===== src/rtl/sqrt_sched_if.sv =====
// rtl/sqrt_sched_if.sv - request/grant and result handshake bundle for sqrt_sched
interface sqrt_sched_if #(
  parameter int NREQ  = 4,
  parameter int WIDTH = 16
) ();
  localparam int QW = (WIDTH + 1) / 2;
  localparam int RW = QW + 1;
  localparam int IW = $clog2(NREQ);

  logic [NREQ-1:0]       req;
  logic [NREQ*WIDTH-1:0] radical;
  logic [NREQ-1:0]       gnt;
  logic                  busy;
  logic                  out_valid;
  logic                  out_ready;
  logic [QW-1:0]         q;
  logic [RW-1:0]         remainder;
  logic [IW-1:0]         out_id;

  modport slave (
    input  req, radical, out_ready,
    output gnt, busy, out_valid, q, remainder, out_id
  );

  modport master (
    output req, radical, out_ready,
    input  gnt, busy, out_valid, q, remainder, out_id
  );
endinterface


===== src/rtl/sqrt_sched.sv =====
// rtl/sqrt_sched.sv - round-robin scheduler sharing one bit-pair restoring sqrt engine
// Define SQRT_SCHED_ZERO_SKIP_EN to send zero radicals straight from grant to OUT.
module sqrt_sched #(
  parameter int NREQ  = 4,
  parameter int WIDTH = 16
) (
  input logic         clk,
  input logic         aclr,
  sqrt_sched_if.slave bus
);
  localparam int QW = (WIDTH + 1) / 2;
  localparam int RW = QW + 1;
  localparam int IW = $clog2(NREQ);
  localparam int CW = $clog2(QW + 1);

  typedef enum logic [1:0] {IDLE, CALC, OUT} state_t;

  state_t          state, state_next;
  logic [IW-1:0]   last_id, out_id_r, win;
  logic            found;
  logic [2*QW-1:0] rad;
  logic [RW-1:0]   r;
  logic [QW-1:0]   qr;
  logic [CW-1:0]   cnt;
  logic [WIDTH-1:0] rad_sel;
  logic            zero_skip;
  logic [1:0]      pair;
  logic [RW:0]     r_sh, t, r_diff;
  logic            ge;
  logic [QW-1:0]   q_next;
  logic [RW-1:0]   r_next;

  // Search upward from the previous winner so a persistent requester yields to the others.
  always_comb begin
    int idx;
    idx   = 0;
    found = 1'b0;
    win   = '0;
    for (int k = 1; k <= NREQ; k++) begin
      idx = int'(last_id) + k;
      if (idx >= NREQ) idx = idx - NREQ;
      if (!found && bus.req[idx]) begin
        found = 1'b1;
        win   = IW'(idx);
      end
    end
  end

  assign rad_sel = bus.radical[int'(win)*WIDTH +: WIDTH];

`ifdef SQRT_SCHED_ZERO_SKIP_EN
  assign zero_skip = (rad_sel == '0);
`else
  assign zero_skip = 1'b0;
`endif

  // One restoring step; RW+1 bits hold the shifted partial remainder without overflow.
  assign pair   = rad[2*QW-1 -: 2];
  assign r_sh   = (RW+1)'({r, pair});
  assign t      = (RW+1)'({qr, 2'b01});
  assign ge     = (r_sh >= t);
  assign r_diff = r_sh - t;
  assign r_next = ge ? RW'(r_diff) : RW'(r_sh);
  assign q_next = QW'({qr, ge});

  always_comb begin
    state_next = state;
    case (state)
      IDLE:    if (found) state_next = zero_skip ? OUT : CALC;
      CALC:    if (cnt == '0) state_next = OUT;
      OUT:     if (bus.out_ready) state_next = IDLE;
      default: state_next = IDLE;
    endcase
  end

  always_ff @(posedge clk or posedge aclr) begin
    if (aclr) begin
      state    <= IDLE;
      last_id  <= IW'(NREQ - 1);
      out_id_r <= '0;
      rad      <= '0;
      r        <= '0;
      qr       <= '0;
      cnt      <= '0;
    end else begin
      state <= state_next;
      case (state)
        IDLE: begin
          if (found) begin
            rad      <= (2*QW)'(rad_sel);
            last_id  <= win;
            out_id_r <= win;
            r        <= '0;
            qr       <= '0;
            cnt      <= CW'(QW - 1);
          end
        end
        CALC: begin
          rad <= rad << 2;
          r   <= r_next;
          qr  <= q_next;
          if (cnt != '0) cnt <= cnt - CW'(1);
        end
        default: ;
      endcase
    end
  end

  assign bus.gnt       = (state == IDLE && found) ? (NREQ'(1) << win) : '0;
  assign bus.busy      = (state != IDLE);
  assign bus.out_valid = (state == OUT);
  assign bus.q         = qr;
  assign bus.remainder = r;
  assign bus.out_id    = out_id_r;
endmodule


===== src/flat_wrapper.sv =====
// flat-port wrapper written by rule: the top's interface ports become plain ports
module sqrt_sched_flat 
#(
  parameter int NREQ  = 4,
  parameter int WIDTH = 16
)
  (clk, aclr, bus_req, bus_radical, bus_out_ready, bus_gnt, bus_busy, bus_out_valid, bus_q, bus_remainder, bus_out_id);
  sqrt_sched_if #(.NREQ(NREQ), .WIDTH(WIDTH)) bus_i ();
  input logic clk;
  input logic aclr;
  input wire logic [$bits(bus_i.req)-1:0] bus_req;
  input wire logic [$bits(bus_i.radical)-1:0] bus_radical;
  input wire logic [$bits(bus_i.out_ready)-1:0] bus_out_ready;
  output wire logic [$bits(bus_i.gnt)-1:0] bus_gnt;
  output wire logic [$bits(bus_i.busy)-1:0] bus_busy;
  output wire logic [$bits(bus_i.out_valid)-1:0] bus_out_valid;
  output wire logic [$bits(bus_i.q)-1:0] bus_q;
  output wire logic [$bits(bus_i.remainder)-1:0] bus_remainder;
  output wire logic [$bits(bus_i.out_id)-1:0] bus_out_id;
  assign bus_i.req = bus_req;
  assign bus_i.radical = bus_radical;
  assign bus_i.out_ready = bus_out_ready;
  assign bus_gnt = bus_i.gnt;
  assign bus_busy = bus_i.busy;
  assign bus_out_valid = bus_i.out_valid;
  assign bus_q = bus_i.q;
  assign bus_remainder = bus_i.remainder;
  assign bus_out_id = bus_i.out_id;
  sqrt_sched #(.NREQ(NREQ), .WIDTH(WIDTH)) u_core (.clk(clk), .aclr(aclr), .bus(bus_i));
endmodule

===== config.mk =====
export PLATFORM = sky130hd
export DESIGN_NAME = sqrt_sched_flat
export DESIGN_NICKNAME = d
export VERILOG_FILES = /design/src/rtl/sqrt_sched_if.sv /design/src/rtl/sqrt_sched.sv /design/src/flat_wrapper.sv
export SDC_FILE = /design/constraint.sdc
export NUM_CORES = 1
export LEC_CHECK = 0
export ABC_CLOCK_PERIOD_IN_PS = 2200
export CAP_MARGIN = 20
export CORE_MARGIN = 5
export CORE_UTILIZATION = 46
export DETAILED_ROUTE_END_ITERATION = 12
export PLACE_DENSITY = 0.84
export SYNTH_ARGS = -nofsm -noshare
export SYNTH_HDL_FRONTEND = slang
export SYNTH_SLANG_ARGS = --single-unit
export TNS_END_PERCENT = 100

===== constraint.sdc =====
create_clock -name clk -period 2.2 [get_ports clk]
set_input_delay 0.33 -clock clk [delete_from_list [all_inputs] [get_ports clk]]
set_output_delay 0.33 -clock clk [all_outputs]
set_load 0.1 [all_outputs]

======== Yosys cells after proc, flatten, opt, wreduce, memory -nomap -nowiden ========
Cells that the tools add are included.
storage, ports and cells
  bits in registers ....................... 43
  bits of input ports ..................... 71
  logic and storage cells ................. 89
cells by class
  $add $sub $neg .......................... 10
  magnitude comparators ................... 9
  equality and inequality tests ........... 6
  shift-type cells ........................ 2
  multiplexer cells ....................... 39
  reduce and logical (&&, ||, !) cells .... 16
operators with widths
  operator                                                             count
  greater-or-equal comparator 32 x 4 -> 1 bit (second input constant)  4
  < comparator 32 x 4 -> 1 bit (second input constant)                 4
  two-way mux 32 bit                                                   4
  subtractor 32 x 4 -> 32 bit (second input constant)                  4
  variable part select 64 x 7 -> 16 bit                                1
  one-hot mux 16 bit (2 select lines)                                  1
  two-way mux 9 bit                                                    2
  one-hot mux 9 bit (2 select lines)                                   1
  two-way mux 16 bit                                                   1
  one-hot mux 8 bit (2 select lines)                                   1
  two-way mux 2 bit                                                    7
  two-way mux 1 bit                                                    12
  two-way mux 4 bit                                                    3
  greater-or-equal comparator 10 bit                                   1
  subtractor 9 bit                                                     1
  binary-select mux 1 bit (select 2 bit)                               4
  two-way mux 8 bit                                                    1
  one-hot mux 4 bit (2 select lines)                                   1
  adder 2 x 2 -> 3 bit (second input constant)                         2
  inequality test 2 x 1 -> 1 bit (second input constant)               3
  one-hot mux 2 bit (3 select lines)                                   1
  AND reduction 3 bit                                                  2
  adder 2 x 3 -> 4 bit (second input constant)                         1
  logical AND 1 bit                                                    4
  other kinds (12)                                                     16

======== Depth between registers and ports, before layout ========
Gate-level depths: netlist (run 1).
  word-level depth ........................ 19
  gate-level depth with buffers ........... 9

======== Worst setup path before layout (run 1) ========
Ideal clock, no wire load.
  kind .................................... reg2out
  start point ............................. register u_core.state[0]
  end point ............................... output port bus_gnt[2]
  arrival ................................. 3,240 ps
  path slack .............................. -1,370 ps
  cell stages (with the launch flop) ...... 7
  cell sequence ........................... dfrtp_1 or2_1 or2_1 buf_2 or2_1 buf_2 nor2b_1
on the way
  cells in the longest elaborated chain, start to end .. 3
RTL lines
  element                   RTL line            RTL
  start: declaration        sqrt_sched.sv:18    state_t state, state_next;
  start signal: assignment  sqrt_sched.sv:86    state <= state_next;
  logical NOT 2 bit         sqrt_sched.sv:109   assign bus.gnt = (state == IDLE && found) ? (NREQ'(1) << win) : '0;
  logical AND 1 bit         sqrt_sched.sv:109
  two-way mux 4 bit         sqrt_sched.sv:109
  end: declaration          flat_wrapper.sv:14  output wire logic [$bits(bus_i.gnt)-1:0] bus_gnt;
No other way between the ends.

======== Worst setup path after layout (run 1) ========
  start point ............................. register u_core.r[3], in the netlist u_core.bus.remainder[3]
  end point ............................... register u_core.r[8], in the netlist u_core.bus.remainder[8]
on the way
  cells in the longest elaborated chain, start to end .. 3
  elaborated cells between the ends (all ways) .. 4
RTL lines
  element                                                                        RTL line                            RTL
  start: declaration                                                             sqrt_sched.sv:22                    logic [RW-1:0] r;
  start signal: assignment                                                       sqrt_sched.sv:100                   r <= r_next;
  subtractor 9 bit / greater-or-equal comparator 10 bit (equally long branches)  sqrt_sched.sv:62, sqrt_sched.sv:61
  two-way mux 9 bit (*)                                                          sqrt_sched.sv:63                    assign r_next = ge ? RW'(r_diff) : RW'(r_sh);
  one-hot mux 9 bit (2 select lines) (*)                                         sqrt_sched.sv:87                    case (state)
Mark *: on every way between the ends. The rest lies on a longest branch, timed or not.
A chain may end at the register's enable or synchronous reset.

==> results of run 1 <==
[critical path: stages (launching register included)]
cell      delay (ns)
dfrtp_4         0.51
ha_4            0.33
nand4_1         0.21
o21bai_1        0.25
a21oi_2         0.11
buf_4           0.18
and2_4          0.18
a311o_1         0.31
[per-layer routing]
layer	GRT usage, %	part of all wire, %	vias to the layer above
met4	6.044	1.3	0
met2	37.65	50	120
met1	25.87	40	1345
li1	-	-	1342
met5	0	0	-
met3	5.214	8.3	9
[synthesized netlist by cell type, types with 6 or more instances]
| cell | instances | area [um^2] |
|---|---|---|
| clkbuf_1 | 7 | 26.28 |
| inv_1 | 17 | 63.81 |
| nand2b_1 | 7 | 43.79 |
| dfrtp_1 | 41 | 1026 |
| nor2_1 | 15 | 56.30 |
| o21ai_0 | 7 | 35.03 |
| mux2i_1 | 34 | 340.3 |
| nand4_1 | 6 | 37.54 |
| o21ai_1 | 9 | 45.04 |
| o221ai_1 | 17 | 148.9 |
| and3_1 | 15 | 93.84 |
| a21oi_1 | 20 | 100.1 |
| ha_1 | 11 | 137.6 |
| buf_2 | 6 | 30.03 |
| nand2_1 | 23 | 86.33 |
[where the power goes]
| part | internal, mW | switching, mW | total, mW |
|---|---|---|---|
| Sequential | 1.25 | 0.326 | 1.58 |
| Combinational | 2.21 | 3.49 | 5.70 |
| Clock | 0.367 | 0.265 | 0.632 |
| Total | 3.83 | 4.08 | 7.91 |
[cell families after synthesis]
family	after synthesis	synth area share, %
compound gates	82	20.47
simple gates	95	17.76
mux	34	11.90
flops	43	37.71
xor+xnor	3	0.9188
fa+ha+maj	11	4.812
buf+inv	38	6.431
[state kept, by name, indices dropped and copies added (netlist names)]
name	cells
u_core.bus.out_id	2
u_core.state	2
u_core.last_id	2
u_core.bus.q	8
u_core.cnt	4
u_core.rad	16
u_core.bus.remainder	9
[worst min-delay path by stage]
stage / startpoint / end / slack [ns] / cells past startpoint
after floorplan: u_core.rad[0] / u_core.rad[0] / 0.46 / 2
after global placement: u_core.rad[10] / u_core.rad[12] / 0.47 / 2
after detailed placement: u_core.rad[0] / u_core.rad[0] / 0.48 / 2
after CTS: aclr / u_core.bus.q[1] / 0.39 / 2
after global routing: aclr / u_core.bus.q[1] / 0.42 / 2
final: aclr / u_core.bus.q[1] / 0.38 / 2
[repair_timing]
action	4_1_cts	5_1_grt
gates resized for setup	2	21
buffers inserted	2	2
endpoints found under the setup margin	3	13
pin swaps	1	5
cloned	0	0
[cell type report]
type / instances / share of cell area, %
repair buffers: 119 / 26.77
inverters: 17 / 1.522
clock buffers: 6 / 1.895
well taps: 75 / 2.154
flip-flops and latches: 43 / 25.67
clock inverters: 2 / 0.8041
multi-input cells: 225 / 41.18
[stage by stage]
step | power (mW) | worst slack [ns] | TNS (ns)
4_1_cts | 7.610 | 0.004093 | 0
3_3_place_gp | 6.788 | -0.02603 | -0.08255
2_1_floorplan | 5.643 | -0.1711 | -0.5426
3_5_place_dp | 6.918 | -0.07161 | -0.4490
6_report | 7.914 | 0.002580 | 0
5_1_grt | 8.395 | -0.04976 | -0.1646
==> summary.txt, run 1 <==
Global route
  – Largest net degree at the start of global routing: 33
  – Vias in the first global route: 2818
  – Gr ovfl total: 0
  – Global-route wire length before repair: roughly 13000 um
  – Gr usage total: a little over a fifth
  – Initial antenna violation count: 0

CTS
  – Worst-path clk slew: 0.08 ns
  – Num CTS Buffers: 5
  – TritonCTS clock tree: built
  – H-tree depth: 2
  – Later-pin clock latency in the skew report: 0.29 ns
  – Root Buffer: clkbuf_8
  – CTS max path bufs: 2
  – Sink Count: 43
  – Hold bufs inserted after CTS: 0

Route
  – Antenna viol nets, final: 0
  – Via count: 2816
  – First-pass detailed-route iteration total: 4
  – Routed wire per std cell: 16.93 um
  – Via density: slightly below 6
  – WL final: 8247 um
  – Remaining DRCs: 0
  – DRT iter0 DRCs: 156

Setup path
  – Reg2Reg Capture Point: u_core.bus.remainder[8]
  – Crit Path Category: reg -> reg
  – R2R setup slack: roughly 0.0026 ns
  – Max FO, Critical Path: 10
  – Arr. time, crit path: approximately 2.4 ns
  – Critical path origin: u_core.bus.remainder[3]
  – Worst EP required: 2.38 ns
  – Crit end category: register
  – Worst reg2reg path depth: 7
  – End point of the critical path: u_core.bus.remainder[8]
  – CP Launch Type: register
  – Reg-to-reg startpoint: u_core.bus.remainder[3]

Floorplanning
  – I/O Pins: 96
  – Die area: 7895 um^2
  – Num rows: 28
  – Core Area: 5991 um^2
  – Die X: 88.86 um
  – Initial Util: 47.74%
  – Die Ht: 88.86 um

Power
  – Leak Pwr: 1.922 nW
  – Pwr dens: ~1800 nW/um^2
  – Max IR drop VDD: 1.657 mV

STA
  – Final min period: 2.197 ns
  – Max Slew Vio Count: 0
  – F_max: 455.1 MHz
  – Measured slew at the worst slew-check pin: 0.7288 ns
  – Fin crit share: approximately 100%
  – Final setup fails: 0
  – Hold Slack: 0.3794 ns
  – Unrepaired setup endpoints after global routing: true
  – Final Hold Fails: 0
  – Rel. slew slack: 51.11%
  – Layout Skew: 0.007098 ns

Placement
  – Port Buf Inserts: 95
  – DP Area: 4099 um^2
  – Placed cells: 475
  – Post-DP HPWL: 6277 um
  – Routability cong.: 0.8773

Synthesis
  – Post-synth EDFFs: 0
  – Syn Inst Count: 306
  – Syn nets: 388
  – Async SR Flop Fraction: 100.0%
  – Register bit count reported by yosys: 43
  – Mapped Area: 2860 um^2
  – Main synth FF type: dfrtp_1
  – Sequential area share after synthesis: 37.71%
  – Yosys warnings: 0
  – Count of cell types in the netlist: 52
  – Avg Inst Size Synth: 9.347 um^2

Final layout
  – Number of diodes: 0
  – Layout filler cell count: roughly 430
  – Area growth, synth to finish: 52.32%
  – Layout cell share with drive strength beyond 1: between 20% and 30%
  – Finished Layout Cells: 487
  – Commonest non-fill, non-tap cell in the layout: clkdlybuf4s50_1
  – Core Util, Final: just over 70%
  – Sequential cell area: between 1000 and 1500 um^2
  – Final net count: 493
  – Commonest cells after routing, fill and taps aside: 66 x clkdlybuf4s50_1, 41 x buf_4, 34 x mux2i_1
  – Design area: 4357 um^2
  – Area of the multi-input gates: 1794 um^2

Run
  – Max cap viols: 0

Run status
  – Outcome: finished, final reports clean

Hold path
  – HP Class: in -> async
(Power assumes the default switching activity.)
==> run 2: changes to the inputs <==
CORE_MARGIN = unset   (was 5)
SETUP_SLACK_MARGIN = 0.1   (was unset)
==> summary.txt, run 2 (synthesis gave the netlist of run 1 again) <==
Run status
  – Outcome: finished, final reports clean

Setup path
  – Buf/Inv on CP: 1
  – Critical Path Slowest Stage Cell: dfstp_2
  – CP max stage delay: 0.39 ns
  – Top delay family on crit path: simple AND/OR/NAND/NOR gates
  – Worst reg2reg path depth: 9
  – Max FO, Critical Path: 4
  – Crit end category: primary output
  – Critical Path, Cell by Cell: nand2b_4 -> o211ai_1 -> o221ai_2 -> or2_4 -> nor2b_4 -> buf_12
  – CP Launch Type: register
  – Reg2Reg Capture Point: u_core.bus.remainder[2]
  – R2R setup slack: roughly 0.060 ns
  – Worst EP required: 1.87 ns
  – Reg-to-reg startpoint: u_core.bus.q[0]
  – Crit Path Category: reg -> out
  – Arr. time, crit path: approximately 1.8 ns

STA
  – Setup ws final: approximately 0.033 ns
  – Final min period: 2.167 ns
  – F_max: 461.4 MHz
  – Final setup fails: 0
  – Setup TNS: 0 ns
  – Rel. slew slack: ~64%
  – Max Slew Vio Count: 0
  – Unrepaired setup endpoints after global routing: true
  – Fin crit share: a little over nine tenths
  – Final Hold Fails: 0
  – Hold Slack: 0.4566 ns
  – Measured slew at the worst slew-check pin: 0.5387 ns
  – Layout Skew: 0.007483 ns

Floorplanning
  – Die X: 80.86 um
  – Core Area: 5956 um^2
  – Die Ht: between 80 and 90 um
  – Die area: 6538 um^2
  – Initial Util: 48.03%
  – I/O Pins: 96
  – Num rows: 28

Route
  – Via density: slightly below 6
  – Met1 wire length: 3544 um
  – DRT iter0 DRCs: 211
  – First-pass detailed-route iteration total: 5
  – DR WL met2: 4679 um
  – Routed wire per std cell: ~18 um
  – Remaining DRCs: 0
  – WL final: 9078 um
  – Via count: 3026
  – Top sig layer: met4
  – Antenna viol nets, final: 0
  – DR WL met3: about 560 um

Final layout
  – Max FFs per register: 16
  – Number of diodes: 0
  – Commonest non-fill, non-tap cell in the layout: clkdlybuf4s50_1
  – Commonest cells after routing, fill and taps aside: 66 x clkdlybuf4s50_1, 61 x buf_4, 33 x mux2i_1
  – Layout cell share with drive strength beyond 1: 33.18%
  – Area growth, synth to finish: 59.75%
  – Layout filler cell count: about 430
  – Final net count: 515
  – Sequential cell area: 1121 um^2
  – Area of the multi-input gates: roughly 1800 um^2
  – Reg with most FFs: u_core.rad

Placement
  – Post-DP HPWL: roughly 6000 um
  – Routability cong.: 0.9046
  – Port Buf Inserts: 95
  – Pre-CTS setup slack: -0.1144 ns

Power
  – Leak Pwr: 2.010 nW
  – Max IR drop VDD: about 1.6 mV
  – Overall power consumption: between 8 and 9 mW
  – Pwr dens: 1920 nW/um^2

CTS
  – Num CTS Buffers: 5
  – TritonCTS clock tree: built
  – Root Buffer: clkbuf_8
  – Worst-path clk slew: 0.09 ns
  – H-tree depth: 2
  – Later-pin clock latency in the skew report: 0.31 ns
  – CTS max path bufs: 2
  – Sink Count: 43
  – Hold bufs inserted after CTS: 0

Run
  – Max cap viols: 0

Global route
  – Global-route wire length before repair: 13630 um
  – Gr usage total: 27.65%
  – Initial antenna violation count: 0
  – Largest net degree at the start of global routing: 44
  – Gr ovfl total: 0
  – Vias in the first global route: 2985

Hold path
  – HP Class: in -> async
==> run 2: cell count changes in the layout (fill, tap and decap cells not counted), sizes merged <==
| cell | before | now |
|---|---|---|
| buf | 49 | 70 |
| clkbuf | 6 | 7 |
| dlymetal6s2s | 3 | 0 |
| dlygate4sd2 | 1 | 4 |
==> run 2: worst reg2reg max path, delay by kind of cell (launching register included) <==
kind / cells / cell delay [ns]
compound gates: 4 / 0.75
flops: 1 / 0.49
buf+inv: 3 / 0.41
fa+ha+maj: 1 / 0.23
simple gates: 1 / 0.15
==> run 2: final cells by class <==
type	count	area share, %
tap	75	2.054
clock inverter	2	0.7667
multi-input combinational	225	40.42
clock buffer	6	1.807
timing repair buffer	141	28.97
inverter	17	1.451
sequential	43	24.53
==> run 2: repair_timing <==
action                     4_1_cts  5_1_grt
buffers inserted                13        9
gates cloned                     0        1
gates resized for setup         18       16
pin swaps                       10       15
setup endpoints to repair       12       14
==> run 2: worst max path at each step <==
| stage | cells after the start | end | from |
|---|---|---|---|
| after floorplan | 6 | bus_gnt[2] | u_core.state[1] |
| after global placement | 7 | bus_gnt[2] | bus_req[3] |
| after detailed placement | 7 | bus_gnt[2] | bus_req[3] |
| after CTS | 5 | bus_gnt[0] | u_core.last_id[0] |
| after global routing | 9 | u_core.bus.remainder[2] | u_core.bus.q[0] |
| final | 6 | bus_gnt[2] | u_core.last_id[0] |
==> run 2: through the flow <==
| step | cell area, um^2 | util, % | std cells |
|---|---|---|---|
| 2_1_floorplan | 3012 | - | 306 |
| 3_3_place_gp | 4115 | 69.10 | 478 |
| 3_5_place_dp | 4115 | 69.10 | 478 |
| 4_1_cts | 4389 | 73.70 | 499 |
| 5_1_grt | 4569 | 76.72 | 509 |
| 6_report | 4569 | 76.72 | 509 |
==> run 2: per-layer routing <==
metal  vias to the layer above  GRT usage (%)
met5                         -              0
met4                         0          11.79
met3                        28          5.843
met2                       142          49.50
met1                      1469          31.62
li1                       1387              -
==> run 2: power breakdown <==
part           switching, mW  internal (mW)  total (mW)  leakage (nW)
Sequential             0.313           1.26        1.57         0.508
Clock                  0.287          0.368       0.655        0.0612
Combinational           3.81           2.74        6.55          1.44
Total                   4.42           4.36        8.77          2.01
==> run 3: changes to the inputs <==
CORE_ASPECT_RATIO = 1.1   (was unset)
PLACE_DENSITY = 0.8   (was 0.84)
==> summary.txt, run 3 (synthesis gave the netlist of run 1 again) <==
Run status
  – Outcome: finished, final reports clean

Placement
  – DP Area: 4245 um^2
  – Post-DP HPWL: 6196 um
  – Port Buf Inserts: 95
  – Placed cells: 492
  – Routability cong.: 0.8658

CTS
  – Worst-path clk slew: 0.09 ns
  – CTS max path bufs: 2
  – Later-pin clock latency in the skew report: 0.30 ns
  – Num CTS Buffers: 5
  – TritonCTS clock tree: built
  – Sink Count: 43
  – Root Buffer: clkbuf_8
  – H-tree depth: 2

Floorplanning
  – Die X: between 70 and 80 um
  – Core Area: 5878 um^2
  – Die Ht: approximately 85 um
  – Initial Util: between 40% and 50%
  – Die area: between 6000 and 7000 um^2
  – Num rows: 29
  – I/O Pins: 96

Global route
  – Vias in the first global route: 3261
  – Largest net degree at the start of global routing: 37
  – Gr usage total: 29.20%
  – Initial antenna violation count: 0
  – Global-route wire length before repair: around 15000 um
  – Gr ovfl total: 0

Final layout
  – Layout filler cell count: 354
  – Area of the multi-input gates: 1928 um^2
  – Area growth, synth to finish: 68.37%
  – Final net count: 530
  – Number of diodes: 0
  – Sequential cell area: 1121 um^2
  – Reg with most FFs: u_core.rad
  – Design area: 4816 um^2
  – Finished Layout Cells: between 500 and 600
  – Commonest cells after routing, fill and taps aside: 72 x buf_4, 66 x clkdlybuf4s50_1, 33 x mux2i_1
  – Layout cell share with drive strength beyond 1: around 36%
  – Max FFs per register: 16
  – Commonest non-fill, non-tap cell in the layout: buf_4

Setup path
  – Worst EP required: approximately 1.9 ns
  – CP Launch Type: register
  – CP max stage delay: 0.56 ns
  – Arr. time, crit path: between 1.5 and 2 ns
  – Crit Path Category: reg -> out
  – Max FO, Critical Path: 3
  – Critical Path Slowest Stage Cell: dfstp_2
  – Crit end category: primary output
  – Worst reg2reg path depth: 7
  – Critical Path, Cell by Cell: nand2b_4 -> o21ai_2 -> a211oi_4 -> buf_4 -> and3_4 -> buf_12

STA
  – Setup TNS: 0 ns
  – Final Hold Fails: 0
  – Final setup fails: 0
  – Final min period: between 2 and 2.5 ns
  – Max Slew Vio Count: 0
  – Fin crit share: ~100%
  – Measured slew at the worst slew-check pin: about 0.45 ns
  – F_max: 455.1 MHz
  – Layout Skew: between 0.01 and 0.015 ns
  – Unrepaired setup endpoints after global routing: true
  – Rel. slew slack: a little over two thirds

Route
  – Via density: 5.894
  – Remaining DRCs: 0
  – Via count: 3100
  – DRT iter0 DRCs: 153
  – Routed wire per std cell: 18.17 um
  – WL final: 9559 um
  – Antenna viol nets, final: 0
  – First-pass detailed-route iteration total: 4

Run
  – Max cap viols: 0

Hold path
  – HP Class: in -> async
==> run 3: cell types whose count changed in the layout (fill, tap and decap cells not counted), sizes merged <==
cell | previous run | this run
buf | 70 | 85
==> run 3: cell type report <==
cell class / instances / area share (%)
Tap cell: 77 / 2.001
Sequential cell: 43 / 23.28
Clock buffer: 6 / 1.715
Inverter: 17 / 1.377
Multi-Input combinational cell: 225 / 40.04
Timing Repair Buffer: 156 / 30.87
Clock inverter: 2 / 0.7275
==> run 3: worst paths after layout <==
check | startpoint | end | slack [ns]
setup reg to reg | u_core.bus.remainder[3] | u_core.bus.remainder[2] | 0.02
setup / recovery | u_core.last_id[0] | bus_gnt[0] | 0.003
hold / removal | aclr | u_core.state[1] | 0.26
max in group asynchronous | aclr | u_core.last_id[1] | 1.40
min in group clk | u_core.rad[0] | u_core.rad[0] | 0.50
hold reg to reg | u_core.rad[0] | u_core.rad[0] | 0.50
==> run 3: critical path, delay by kind of cell (launching register included) <==
kind | cells | cell delay (ns)
AND/OR/NAND/NOR | 2 | 0.32
buffers and inverters | 2 | 0.35
flip-flops | 1 | 0.56
AO/OA/AOI/OAI | 2 | 0.35
==> run 3: metrics by stage <==
step	util, %	worst slack (ns)	hold slack [ns]
5_1_grt	81.93	-0.04408	0.2680
3_3_place_gp	72.22	-0.06762	0.4749
6_report	81.93	0.002596	0.2550
4_1_cts	78.82	-0.005024	0.2531
3_5_place_dp	72.22	-0.1556	0.4783
2_1_floorplan	-	-0.1711	0.4562
==> run 3: what timing repair did <==
| item | CTS | global route |
|---|---|---|
| pin swaps | 21 | 20 |
| hold buffers | 0 | 0 |
| hold endpoints to repair | 0 | 0 |
| cloned | 0 | 1 |
| setup endpoints to repair | 13 | 27 |
| gates resized for setup | 27 | 18 |
| setup buffers | 20 | 6 |
==> run 3: per-layer routing <==
metal / share of wire (%) / global-route usage, % / up-vias
met5: 0 / 0 / -
met4: 4.4 / 14.41 / 0
met3: 5.5 / 5.761 / 45
met2: 52 / 53.74 / 151
met1: 38 / 31.59 / 1488
li1: - / - / 1416
Power of run 3 is left out: the tool's default activity adds up to more than one toggle a clock period on the data nets, which glitch-free logic cannot reach.
